## config.mk

```make
export PLATFORM = sky130hd
export DESIGN_NAME = mem_port_arbiter
export DESIGN_NICKNAME = d
export VERILOG_FILES = /design/src/rtl/mem_port_arbiter.sv
export SDC_FILE = /design/constraint.sdc
export NUM_CORES = 1
export LEC_CHECK = 0
export CAP_MARGIN = 10
export CORE_MARGIN = 1.5
export CORE_UTILIZATION = 32
export CTS_CLUSTER_DIAMETER = 50
export DETAILED_ROUTE_END_ITERATION = 8
export PLACE_DENSITY = 0.86
export SLEW_MARGIN = 20
export SYNTH_ARGS = -nofsm -noshare
export SYNTH_HDL_FRONTEND = slang
export SYNTH_SLANG_ARGS = --single-unit
export TNS_END_PERCENT = 10
```

## constraint.sdc

```tcl
create_clock -name clk -period 1.64 [get_ports clk]
set_input_delay 0.246 -clock clk [delete_from_list [all_inputs] [get_ports clk]]
set_output_delay 0.246 -clock clk [all_outputs]
set_load 0.01 [all_outputs]
```

## src/rtl/mem_port_arbiter.sv

```systemverilog
`default_nettype none
// =============================================================================
// mem_port_arbiter : round-robin share of one RAM port, optional clear sequence
// Revision 1.0
// =============================================================================
module mem_port_arbiter #(
  parameter int                    NUM_REQ        = 2,
  parameter int                    ADDR_WIDTH     = 6,
  parameter int                    DATA_WIDTH     = 14,
  parameter int                    READ_LATENCY   = 2,
  parameter bit                    CLEAR_ON_RESET = 1'b0,
  parameter logic [DATA_WIDTH-1:0] CLEAR_VALUE    = '0
) (
  input  logic                             clk,
  input  logic                             rst,
  input  logic [NUM_REQ-1:0]               i_req_valid,
  output logic [NUM_REQ-1:0]               o_req_ready,
  input  logic [NUM_REQ-1:0]               i_req_write_en,
  input  logic [NUM_REQ*ADDR_WIDTH-1:0]    i_req_addr,
  input  logic [NUM_REQ*DATA_WIDTH-1:0]    i_req_data_in,
  output logic [NUM_REQ-1:0]               o_rsp_valid,
  output logic [DATA_WIDTH-1:0]            o_rsp_data,
  output logic [ADDR_WIDTH-1:0]            o_mem_addr,
  output logic [DATA_WIDTH-1:0]            o_mem_data_in,
  output logic                             o_mem_write_en,
  input  logic [DATA_WIDTH-1:0]            i_mem_data_out,
  output logic                             o_busy
);

  localparam int                  c_PTR_W     = (NUM_REQ > 1) ? $clog2(NUM_REQ) : 1;
  localparam logic [0:0]          c_ST_CLEAR  = 1'b0;
  localparam logic [0:0]          c_ST_RUN    = 1'b1;
  localparam logic [ADDR_WIDTH-1:0] c_LAST_ADDR = '1;
  localparam logic [c_PTR_W:0]    c_NUM_REQ   = (c_PTR_W+1)'(NUM_REQ);
  localparam logic [c_PTR_W-1:0]  c_LAST_REQ  = c_PTR_W'(NUM_REQ-1);

  logic [0:0]                            r_state;
  logic [ADDR_WIDTH-1:0]                 r_clr_cnt;
  logic [c_PTR_W-1:0]                    r_ptr;
  logic [READ_LATENCY-1:0]               r_pipe_vld;
  logic [READ_LATENCY-1:0][c_PTR_W-1:0]  r_pipe_idx;

  logic                  w_run;
  logic                  w_clear;
  logic                  w_found;
  logic [c_PTR_W:0]      w_sum;
  logic [c_PTR_W-1:0]    w_gnt_idx;
  logic [c_PTR_W-1:0]    w_ptr_nxt;
  logic                  w_accept;
  logic                  w_push;
  logic [ADDR_WIDTH-1:0] w_gnt_addr;
  logic [DATA_WIDTH-1:0] w_gnt_data;

  // Outputs are forced quiet while rst is high, whatever the state register holds.
  assign w_run   = (r_state == c_ST_RUN)   && !rst;
  assign w_clear = (r_state == c_ST_CLEAR) && !rst;

  always_comb begin
    w_found   = 1'b0;
    w_gnt_idx = '0;
    w_sum     = '0;
    for (int k = 0; k < NUM_REQ; k++) begin
      w_sum = {1'b0, r_ptr} + (c_PTR_W+1)'(k);
      if (w_sum >= c_NUM_REQ) begin
        w_sum = w_sum - c_NUM_REQ;
      end
      if (!w_found && i_req_valid[w_sum[c_PTR_W-1:0]]) begin
        w_found   = 1'b1;
        w_gnt_idx = w_sum[c_PTR_W-1:0];
      end
    end
  end

  assign w_accept   = w_run && w_found;
  assign w_push     = w_accept && !i_req_write_en[w_gnt_idx];
  assign w_ptr_nxt  = (w_gnt_idx == c_LAST_REQ) ? '0 : w_gnt_idx + c_PTR_W'(1);
  assign w_gnt_addr = i_req_addr[w_gnt_idx*ADDR_WIDTH +: ADDR_WIDTH];
  assign w_gnt_data = i_req_data_in[w_gnt_idx*DATA_WIDTH +: DATA_WIDTH];

  assign o_req_ready    = w_accept ? (NUM_REQ'(1) << w_gnt_idx) : '0;
  assign o_mem_addr     = (r_state == c_ST_CLEAR) ? r_clr_cnt   : w_gnt_addr;
  assign o_mem_data_in  = (r_state == c_ST_CLEAR) ? CLEAR_VALUE : w_gnt_data;
  assign o_mem_write_en = w_clear || (w_accept && i_req_write_en[w_gnt_idx]);
  assign o_busy         = (r_state == c_ST_CLEAR);

  // The tail stage of the pipeline lines up with the RAM's read data.
  always_comb begin
    o_rsp_valid = '0;
    if (r_pipe_vld[READ_LATENCY-1] && !rst) begin
      o_rsp_valid[r_pipe_idx[READ_LATENCY-1]] = 1'b1;
    end
  end
  assign o_rsp_data = i_mem_data_out;

  always_ff @(posedge clk) begin
    if (rst) begin
      r_state    <= CLEAR_ON_RESET ? c_ST_CLEAR : c_ST_RUN;
      r_clr_cnt  <= '0;
      r_ptr      <= '0;
      r_pipe_vld <= '0;
      r_pipe_idx <= '0;
    end else begin
      if (r_state == c_ST_CLEAR) begin
        r_clr_cnt <= r_clr_cnt + ADDR_WIDTH'(1);
        if (r_clr_cnt == c_LAST_ADDR) begin
          r_state <= c_ST_RUN;
        end
      end
      if (w_accept) begin
        r_ptr <= w_ptr_nxt;
      end
      r_pipe_vld[0] <= w_push;
      r_pipe_idx[0] <= w_gnt_idx;
      for (int i = 1; i < READ_LATENCY; i++) begin
        r_pipe_vld[i] <= r_pipe_vld[i-1];
        r_pipe_idx[i] <= r_pipe_idx[i-1];
      end
    end
  end

endmodule
`default_nettype wire

```

==> results.toml <==
[finish]
fillers = 299
antenna_cells = 0
nNetsFinal = 276
stdcell_count = 258
areaGrowthSynthToFinish_pct = 79.7
drive_gt1_share_pct = 29.4

[run_status]
outcome = "complete, but fails checks"
violations = "setup timing"

[synthesis]
yosysWarnings = 0
netlist.area_leader.share_pct = 23.7
ys_ff_latch = 12
synth_edf_count = 0
synth-seq-area-share_pct = 23.7
synth_common_cells = "nand3_1 (22), o21ai_0 (17), a21oi_1 (15), nor2_1 (15), buf_4 (14)"
ys_top_cells_by_area = "dfxtp_1 (24%), nand3_1 (11%), buf_4 (10%)"
synth_fa_ha_area_share_pct = 1.23
syn_area_um2 = 1010
synth_top_family_by_area = "simple AND/OR/NAND/NOR gates"
synth.mux.area_fraction_pct = 0.986
synth_nets = 208
yosys.area_share.simple_pct = 26.6
synthArstFlopShare_pct = 0
synth-xor-area-share_pct = 3.45
netlist_instances = 147
synth.most_common_cell = "nand3_1"
ys.flop_type = "dfxtp_1"
synth-compound-area-share_pct = 26.3
synth_cell_types = 29
postSynthAreaPerCell_um2 = 6.90
yosys.area.top_type = "dfxtp_1"

[routing]
post_drt_via_cell_ratio = 5.01
num_vias = 1293
drt-initial-drc-count = 49
drc = 0
routed_wl_um = 3460
drtPass1Iterations = 4
ant_nets = 0
drt-wirelength-per-cell_um = 13.4

[clock_network]
cts_tree = "yes"
clk_pin_slew_ns = 0.08
cts_buffer_depth = 2
cts-root-buf = "clkbuf_4"
cts_sinks = 12
tritoncts.num_buffers = 3
cts-htree-levels = 1
insertion_delay_ns = 0.27

[setup_path]
crit_required_ns = 1.39
r2r-start = "r_ptr"
worstSetupStartpoint = "r_ptr"
critical_path_class = "reg -> out"
crit_buf_inv = 1
start_kind = "register"
cp-endpoint = "o_mem_write_en"
r2r_slack_ns = 0.36
crit_chain = "nand2b_4, and3_4, a221o_1, buf_2"
cp_num_cells = 4
cp-end-kind = "output port"
worst_path_largest_cell_delay_ns = 0.37
path_max_fanout = 6
crit_arrival_ns = 1.43
critical_path.slowest_cell = "dfxtp_4"
crit_family = "flip-flops"
r2r_cells = 5
rr_endpoint = "r_ptr"

[pwr]
p_per_area_nw_per_um2 = 511
power_uw = 931
p_leak_uw = 0.000801
vdd_drop_max_mv = 0.424

[sta]
final_hold_viol_count = 0
relSlewSlack_pct = 78.9
setup_violations = 2
finalCriticalPeriod_ns = 1.67
max_freq_ghz = 0.597
rsz0062_at_grt = "yes"
worst_pin_slew_ns = 0.315
whs_ns = 0.444
layout_setup_ws_ns = -0.0349
drv_slew = 0
finClkSkew_ns = 0.00293
timing.final.crit_share_pct = 102

[placed_design]
place.gp.congestion = 0.722
hpwlAfterDp_um = 2380
pre_cts_ws_ns = -0.550
dpl.cell_count = 252
numPortBuffers = 71

[die]
rows = 20
ios = 100
core_region_area_um2 = 3030
die_x_um = 59.3
dieArea_um2 = 3520
start_util_pct = 33.5
die_h_um = 59.3

[grt]
gr-total-overflow = 0
grt_usage_pct = 19.4
grt_max_degree = 21
grt_pass1_vias = 1208
antenna_found_initial = 0
grt_pass1_wl_um = 5290

[worst_hold_path]
holdCritPathClass = "reg -> reg"

[run]
max-cap-violations = 0
## report_power, final
part           internal, uW  switching [uW]
Combinational           230             160
Sequential              298            4.65
Clock                   135             104
Total                   663             268
## worst min-delay path by stage
stage | start | endpoint | slack, ns | cells past startpoint
final | r_pipe_idx[0] | r_pipe_idx[1] | 0.44 | 1
after global routing | r_pipe_idx[0] | r_pipe_idx[1] | 0.46 | 1
after CTS | r_pipe_idx[0] | r_pipe_idx[1] | 0.45 | 1
after detailed placement | r_pipe_idx[0] | r_pipe_idx[1] | 0.43 | 1
after global placement | r_pipe_idx[0] | r_pipe_idx[1] | 0.42 | 1
after floorplan | i_req_write_en[0] | r_pipe_vld[0] | 0.34 | 1
## cell families (layout without fill, tap and decap cells)
logic type	Yosys count	after routing
XOR/XNOR	4	4
adder cells (fa/ha/maj)	1	1
buffers and inverters	31	98
flip-flops	12	12
multiplexers	1	1
AO/OA/AOI/OAI	47	47
AND/OR/NAND/NOR	51	51
## layout by cell type, fill, tap and decap left out, types with 2 or more instances in the layout
master / instances
dfxtp_1: 11
nand2b_4: 2
o21ai_1: 9
clkdlybuf4s50_1: 43
a31oi_1: 6
nor2b_1: 3
nor2_1: 15
nand2_1: 2
inv_1: 3
buf_2: 21
o21ai_0: 13
clkbuf_4: 3
buf_6: 7
nand3_1: 20
a21oi_2: 6
buf_4: 10
xor2_1: 3
dlygate4sd2_1: 4
a21oi_1: 9
## timing repair
item	CTS	global route
pin swaps	1	9
endpoints found under the setup margin	26	22
cloned	1	1
gates resized for setup	98	31
hold buffers	0	0
buffers inserted	0	0
## state kept, by name, summed over array words and instances, names as in the netlist
signal      count
r_state         1
r_clr_cnt       6
r_pipe_vld      2
r_pipe_idx      2
r_ptr           1
## area by class of cell
cell class,count,area (um^2),share of cell area (%)
Clock buffer,4,36.3,1.99
Inverter,4,20.0,1.10
Multi-Input combinational cell,104,662,36.3
Sequential cell,12,244,13.4
Tap cell,44,55.1,3.02
Timing Repair Buffer,90,806,44.2
## metrics by stage
stage	TNS [ns]	utilization, %	cell area (um^2)
after floorplan	0	-	1010
after global placement	-11.26	58.0	1760
after detailed placement	-12.02	58.0	1760
after CTS	-0.661	60.2	1820
after global routing	-0.615	60.2	1820
final	-0.0356	60.2	1820
## routing by layer
metal	vias up	track usage [%]	wire length [um]
met5	-	0	0
met4	0	5.52	45
met3	8	5.24	287
met2	55	33.3	1670
met1	589	23.7	1450
li1	641	-	-
Power figures use the tool's default switching activity.
